[config.mk]
export PLATFORM = sky130hd
export DESIGN_NAME = run_controller
export DESIGN_NICKNAME = d
export VERILOG_FILES = /design/src/rtl/run_controller_pkg.sv /design/src/rtl/run_controller_mem_bus_mux.sv /design/src/rtl/run_controller.sv
export SDC_FILE = /design/constraint.sdc
export NUM_CORES = 1
export LEC_CHECK = 0
export ABC_AREA = 0
export BUFFER_PORTS_ARGS = -buffer_cell sky130_fd_sc_hd__clkbuf_2
export CELL_PAD_IN_SITES_DETAIL_PLACEMENT = 0
export CELL_PAD_IN_SITES_GLOBAL_PLACEMENT = 2
export CORE_ASPECT_RATIO = 1.75
export CORE_MARGIN = 2
export CORE_UTILIZATION = 27
export CTS_CLUSTER_DIAMETER = 30
export CTS_CLUSTER_SIZE = 8
export DETAILED_ROUTE_END_ITERATION = 6
export GPL_TIMING_DRIVEN = 0
export PLACE_DENSITY = 0.88
export RECOVER_POWER = 100
export SLEW_MARGIN = 20
export SYNTH_ARGS = -nofsm -noshare
export SYNTH_HDL_FRONTEND = slang
export SYNTH_HIERARCHICAL = 1
export SYNTH_SLANG_ARGS = --single-unit
[constraint.sdc]
create_clock -name clock -period 3.2 [get_ports clock]
set_input_delay 0.64 -clock clock [delete_from_list [all_inputs] [get_ports clock]]
set_output_delay 0.64 -clock clock [all_outputs]
set_load 0.05 [all_outputs]
[src/rtl/run_controller_pkg.sv]
// Shared definitions for the run controller: default widths, the controller
// state encoding and the memory bus owner select.
package run_controller_pkg;

  localparam int DEF_WORD_SIZE      = 16;
  localparam int DEF_MEM_ADDR_SIZE  = 16;
  localparam int DEF_CYCLE_CNT_SIZE = 32;
  localparam int DEF_RESET_CYCLES   = 2;

  typedef enum logic [2:0] {
    RC_IDLE    = 3'd0,
    RC_LOAD    = 3'd1,
    RC_CPU_RST = 3'd2,
    RC_RUN     = 3'd3,
    RC_DONE    = 3'd4
  } rc_state_e;

  typedef enum logic [1:0] {
    BUS_IDLE   = 2'd0,
    BUS_LOADER = 2'd1,
    BUS_CPU    = 2'd2
  } bus_sel_e;

  // A new load+run may only be started from a quiescent state.
  function automatic logic is_start_state(input rc_state_e state);
    return (state == RC_IDLE) || (state == RC_DONE);
  endfunction

endpackage

[src/rtl/run_controller_mem_bus_mux.sv]
// Memory port owner select: loader, cpu, or nobody (bus driven to all-zero).
module run_controller_mem_bus_mux
  import run_controller_pkg::*;
#(
  parameter int ADDR_W = DEF_MEM_ADDR_SIZE,
  parameter int DATA_W = DEF_WORD_SIZE
) (
  input  bus_sel_e          sel,
  input  logic [ADDR_W-1:0] loader_address,
  input  logic [DATA_W-1:0] loader_write_data,
  input  logic              loader_write,
  input  logic [ADDR_W-1:0] cpu_address,
  input  logic [DATA_W-1:0] cpu_write_data,
  input  logic              cpu_read,
  input  logic              cpu_write,
  output logic [ADDR_W-1:0] mem_address,
  output logic [DATA_W-1:0] mem_write_data,
  output logic              mem_read,
  output logic              mem_write
);

  // Combinational 2:1 select, zero when no owner
  always_comb begin
    mem_address    = '0;
    mem_write_data = '0;
    mem_read       = 1'b0;
    mem_write      = 1'b0;
    case (sel)
      BUS_LOADER: begin
        mem_address    = loader_address;
        mem_write_data = loader_write_data;
        mem_write      = loader_write;
      end
      BUS_CPU: begin
        mem_address    = cpu_address;
        mem_write_data = cpu_write_data;
        mem_read       = cpu_read;
        mem_write      = cpu_write;
      end
      default: begin
        mem_address    = '0;
        mem_write_data = '0;
        mem_read       = 1'b0;
        mem_write      = 1'b0;
      end
    endcase
  end

endmodule

[src/rtl/run_controller.sv]
// Sequencer around one cpu and its memory: load a program from the host,
// pulse cpu reset, run until halt or timeout, then report status.
module run_controller
  import run_controller_pkg::*;
#(
  parameter int WORD_SIZE      = DEF_WORD_SIZE,
  parameter int MEM_ADDR_SIZE  = DEF_MEM_ADDR_SIZE,
  parameter int CYCLE_CNT_SIZE = DEF_CYCLE_CNT_SIZE,
  parameter int RESET_CYCLES   = DEF_RESET_CYCLES
) (
  input  logic                      clock,
  input  logic                      reset,
  input  logic                      host_start,
  input  logic                      host_load_valid,
  output logic                      host_load_ready,
  input  logic [WORD_SIZE-1:0]      host_load_data,
  input  logic                      host_load_last,
  input  logic [CYCLE_CNT_SIZE-1:0] max_cycles,
  output logic                      cpu_reset,
  output logic                      cpu_execute,
  input  logic                      cpu_halted,
  input  logic [MEM_ADDR_SIZE-1:0]  cpu_mem_address,
  input  logic [WORD_SIZE-1:0]      cpu_mem_write_data,
  input  logic                      cpu_mem_read,
  input  logic                      cpu_mem_write,
  output logic [WORD_SIZE-1:0]      cpu_mem_read_data,
  output logic [MEM_ADDR_SIZE-1:0]  mem_address,
  output logic [WORD_SIZE-1:0]      mem_write_data,
  output logic                      mem_read,
  output logic                      mem_write,
  input  logic [WORD_SIZE-1:0]      mem_read_data,
  output logic                      busy,
  output logic                      done,
  output logic                      timed_out,
  output logic [CYCLE_CNT_SIZE-1:0] cycle_count,
  output logic [MEM_ADDR_SIZE-1:0]  words_loaded
);

  localparam int RST_CNT_W = (RESET_CYCLES > 1) ? $clog2(RESET_CYCLES) : 1;
  localparam logic [RST_CNT_W-1:0]     RST_CNT_LAST = RST_CNT_W'(RESET_CYCLES - 1);
  localparam logic [MEM_ADDR_SIZE-1:0] LOAD_PTR_MAX = '1;

  rc_state_e                 state_r;
  rc_state_e                 next_state_s;
  bus_sel_e                  bus_sel_s;
  logic [MEM_ADDR_SIZE-1:0]  load_ptr_r;
  logic [CYCLE_CNT_SIZE-1:0] cycle_count_r;
  logic [CYCLE_CNT_SIZE-1:0] max_cycles_r;
  logic [CYCLE_CNT_SIZE-1:0] cycle_next_s;
  logic [RST_CNT_W-1:0]      rst_cnt_r;
  logic                      timed_out_r;
  logic                      start_accept_s;
  logic                      load_accept_s;
  logic                      timeout_hit_s;

  assign start_accept_s = host_start && is_start_state(state_r);
  assign load_accept_s  = (state_r == RC_LOAD) && host_load_valid;
  assign cycle_next_s   = cycle_count_r + CYCLE_CNT_SIZE'(1);
  // A saturated counter wraps cycle_next_s to zero, which never matches a non-zero limit.
  assign timeout_hit_s  = (max_cycles_r != '0) && (cycle_next_s == max_cycles_r);

  // State register
  always_ff @(posedge clock) begin
    if (reset) begin
      state_r <= RC_IDLE;
    end else begin
      state_r <= next_state_s;
    end
  end

  // Next-state logic
  always_comb begin
    next_state_s = state_r;
    case (state_r)
      RC_IDLE, RC_DONE: begin
        if (host_start) next_state_s = RC_LOAD;
        else            next_state_s = state_r;
      end
      RC_LOAD: begin
        if (load_accept_s && (host_load_last || (load_ptr_r == LOAD_PTR_MAX)))
          next_state_s = RC_CPU_RST;
        else
          next_state_s = RC_LOAD;
      end
      RC_CPU_RST: begin
        if (rst_cnt_r == RST_CNT_LAST) next_state_s = RC_RUN;
        else                           next_state_s = RC_CPU_RST;
      end
      RC_RUN: begin
        if (cpu_halted || timeout_hit_s) next_state_s = RC_DONE;
        else                             next_state_s = RC_RUN;
      end
      default: next_state_s = RC_IDLE;
    endcase
  end

  // Output decode from the registered state
  always_comb begin
    cpu_reset       = 1'b1;
    cpu_execute     = 1'b0;
    host_load_ready = 1'b0;
    busy            = 1'b0;
    done            = 1'b0;
    bus_sel_s       = BUS_IDLE;
    case (state_r)
      RC_IDLE: cpu_reset = 1'b1;
      RC_LOAD: begin
        host_load_ready = 1'b1;
        busy            = 1'b1;
        bus_sel_s       = BUS_LOADER;
      end
      RC_CPU_RST: busy = 1'b1;
      RC_RUN: begin
        cpu_reset   = 1'b0;
        cpu_execute = 1'b1;
        busy        = 1'b1;
        bus_sel_s   = BUS_CPU;
      end
      RC_DONE: begin
        cpu_reset = 1'b0;
        done      = 1'b1;
      end
      default: bus_sel_s = BUS_IDLE;
    endcase
  end

  // Load pointer, run counters, timeout capture and reset-hold counter
  always_ff @(posedge clock) begin
    if (reset) begin
      load_ptr_r    <= '0;
      cycle_count_r <= '0;
      max_cycles_r  <= '0;
      timed_out_r   <= 1'b0;
      rst_cnt_r     <= '0;
    end else begin
      if (start_accept_s) begin
        load_ptr_r    <= '0;
        cycle_count_r <= '0;
        timed_out_r   <= 1'b0;
        max_cycles_r  <= max_cycles;
      end else if (load_accept_s) begin
        load_ptr_r <= load_ptr_r + MEM_ADDR_SIZE'(1);
      end else if (state_r == RC_RUN) begin
        if (cycle_count_r != '1) cycle_count_r <= cycle_next_s;
        else                     cycle_count_r <= cycle_count_r;
        // Halt takes priority over a coincident timeout.
        timed_out_r <= !cpu_halted && timeout_hit_s;
      end else begin
        load_ptr_r <= load_ptr_r;
      end
      if (state_r == RC_CPU_RST) rst_cnt_r <= rst_cnt_r + RST_CNT_W'(1);
      else                       rst_cnt_r <= '0;
    end
  end

  run_controller_mem_bus_mux #(
    .ADDR_W(MEM_ADDR_SIZE),
    .DATA_W(WORD_SIZE)
  ) u_mem_bus_mux (
    .sel              (bus_sel_s),
    .loader_address   (load_ptr_r),
    .loader_write_data(host_load_data),
    .loader_write     (load_accept_s),
    .cpu_address      (cpu_mem_address),
    .cpu_write_data   (cpu_mem_write_data),
    .cpu_read         (cpu_mem_read),
    .cpu_write        (cpu_mem_write),
    .mem_address      (mem_address),
    .mem_write_data   (mem_write_data),
    .mem_read         (mem_read),
    .mem_write        (mem_write)
  );

  assign cpu_mem_read_data = mem_read_data;
  assign timed_out         = timed_out_r;
  assign cycle_count       = cycle_count_r;
  assign words_loaded      = load_ptr_r;

endmodule
==> results.tsv <==
metric	value	unit
CTS Buf Count	9	
hpwl dp	14.9	mm
post-synthesis register bit count	85	
Die Y	191	um
num rows	68	
wire per inst	16.1	um
slew at the pin closest to its max-slew limit	0.952	ns
first-pass GRT wire length	29.0	mm
dominant synthesized flop cell	dfxtp_1	
setup repair bufs after CTS	0	
Hold Slack	0.480	ns
Core ar.	19700	um2
area leader, netlist	dfxtp_1	
Bufs on Longest Clock Path	2	
io pins	208	
Hold WC Path Type	flop to flop	
Die ar.	21200	um2
pin count of the biggest net entering global routing	14	
Placed Instances	1118	
Reg clk slew, reported paths	0.06	ns
H-tree Lvls	3	
Via Count	5475	
max incr delay on CP	0.49	ns
CP Class	flop to flop	
proportion of layout cells with a drive suffix above 1	25.4	%
Final Core Density	35.2	%
Max IR drop VDD	0.000266	V
Antenna Nets Post-Route	0	
Worst EP arrival	3.29	ns
Slew Viols, Final	0	
sequential share of the synthesized area	31.5	%
f_max	0.327	GHz
I/O Buffers	191	
Yosys top cell area share	31.5	%
nets@finish	990	
final cell count without fillers	1132	
worst path required time	3.42	ns
Worst Setup End Kind	flop	
clock skew	0.0116	ns
Starting Density	27.5	%
minimum clock period	3.06	ns
Area Growth Syn to Fin	27.9	%
setup violators final	0	
met3 Usage GRT	2.28	%
Leakage	2.59	nW
met2 Usage GRT	34.8	%
grt peak-use layer	met2	
root buf cell	clkbuf_16	
GP Congestion	0.855	
vias in the first global route	5510	
Pwr Density	426	nW/um2
Mapped Avg Cell Area	7.92	um2
Die Wd	111	um
crit path max-delay cell type	o41ai_2	
status	finished, final reports clean	
RSZ-0062 raised after global routing	false	
fraction of registers with async set/reset	0	%
Buffers & Inverters on Critical Path	0	
cells after synthesis	682	
Ys Warns	6	
startpoint class of the critical path	flop	
EDFF count, synth	0	
grt met1 use	17.0	%
worst skew pair latency	0.34	ns
FILL cells	2185	
Detailed Route WL	18.2	mm
CTS tree	yes	
Syn Nets	790	
critical-path cell list	ha_1 -> and4_2 -> and3_1 -> nand2_1 -> o41ai_2 -> nand3_1 -> nor4_4 -> o21ai_1 -> or2_1	
gr usage total	17.0	%
initial antenna violation count	0	
Crit Path Max Fanout	6	
period utilization	95.7	%
Initial DRC Count	163	
crit-path leading delay family	simple AND/OR/NAND/NOR gates	
most instantiated library cell after synthesis	nand2_1	
number of clock sinks seen by CTS	85	
Max-cap violations	0	
fin area	6910	um2
top post-synthesis cells by count	nand2_1, nor2_1, dfxtp_1	
first-pass detailed-route iteration total	4	
Power, Total	0.00295	W
Hold Vio Cnt, Final	0	
placed instance area	6670	um2
ranking of synthesized cells by area	dfxtp_1, xnor2_1, nand2_1	
synth unique cells	58	
ant diodes	0	
Max-slew headroom	36.2	%
post-synthesis cell area	5400	um2
Avg Vias per Cell	4.84	
grt ovf	0	
drt drc	0	
==> layout make-up <==
type | instances | area (um2) | area share (%)
clock inverter | 4 | 72.6 | 1.05
tap | 245 | 307 | 4.44
multi-input combinational | 523 | 3290 | 47.7
sequential | 85 | 1700 | 24.7
buffer | 64 | 397 | 5.74
timing repair buffer | 191 | 870 | 12.6
inverter | 8 | 30.0 | 0.435
clock buffer | 12 | 236 | 3.42
==> per-layer routing <==
metal,wire length (um),vias to the layer above
met5,0,-
met2,10300,200
li1,-,2743
met1,6610,2504
met3,862,28
met4,506,0
==> path summary, 6_finish.rpt <==
check / startpoint / end / slack (ns) / cells past startpoint
worst max-delay path: cycle_count[1] / state_r[1] / 0.14 / 9
worst min-delay path: max_cycles_r[16] / max_cycles_r[16] / 0.48 / 2
worst max register to register: cycle_count[1] / state_r[1] / 0.14 / 9
worst min register to register: max_cycles_r[16] / max_cycles_r[16] / 0.48 / 2
==> sequential cells by signal, indices dropped and copies added, names as in the netlist <==
register,flops
state_r,3
cycle_count,32
words_loaded,16
rst_cnt_r,1
max_cycles_r,32
timed_out,1
==> cells in the final DEF (no fill, tap or decap), types with 5 or more instances in the layout <==
master | netlist | final
nand4_1 | 27 | 27
dfxtp_1 | 85 | 83
xor2_1 | 38 | 38
clkbuf_1 | 25 | 96
and4_1 | 6 | 5
nor4_1 | 16 | 15
xnor2_1 | 44 | 44
inv_1 | 8 | 8
nand3_1 | 16 | 16
or3_1 | 12 | 12
clkbuf_16 | 0 | 9
clkbuf_2 | 0 | 123
a21oi_1 | 43 | 43
nor3_1 | 11 | 11
nor2_1 | 96 | 96
buf_4 | 16 | 17
o21ai_0 | 14 | 13
a22oi_1 | 5 | 5
and3_1 | 5 | 5
nand2_1 | 97 | 97
a22oi_2 | 29 | 29
buf_2 | 16 | 16
==> report_power, final <==
group	leakage, nW	internal [W]	switching (W)	total [W]
Combinational	1.75	0.000235	0.000447	0.000682
Sequential	0.691	0.00110	0.0000505	0.00115
Clock	0.147	0.000684	0.000429	0.00111
==> cells by family (layout without fill, tap and decap cells) <==
logic type               after synthesis  in the layout  synth area share [%]
AO/OA/AOI/OAI                        112            112                  15.9
XOR/XNOR                              82             82                  13.3
adder cells (fa/ha/maj)                4              4                 0.926
buffers and inverters                 74            279                  8.29
flip-flops                            85             85                  31.5
multiplexers                           3              3                 0.579
AND/OR/NAND/NOR                      322            322                  29.5
==> timing repair <==
action	in CTS	in global routing
endpoints found under the setup margin	23	28
resized for setup	5	5
hold buffers	0	0
pin swaps	1	1
==> metrics by stage <==
step / worst slack, ns / setup TNS, ns
finish: 0.138 / 0
global route: 0.00431 / 0
CTS: 0.0614 / 0
detailed placement: -0.237 / -2.86
global placement: -0.302 / -3.95
floorplan: 0.108 / 0
==> worst reg2reg max path, stage by stage (launching register included) <==
cell	delay [ns]
dfxtp_1	0.46
ha_1	0.30
and4_2	0.35
and3_1	0.26
nand2_1	0.12
o41ai_2	0.49
nand3_1	0.21
nor4_4	0.40
o21ai_1	0.13
or2_1	0.23
Power figures use the tool's default switching activity.
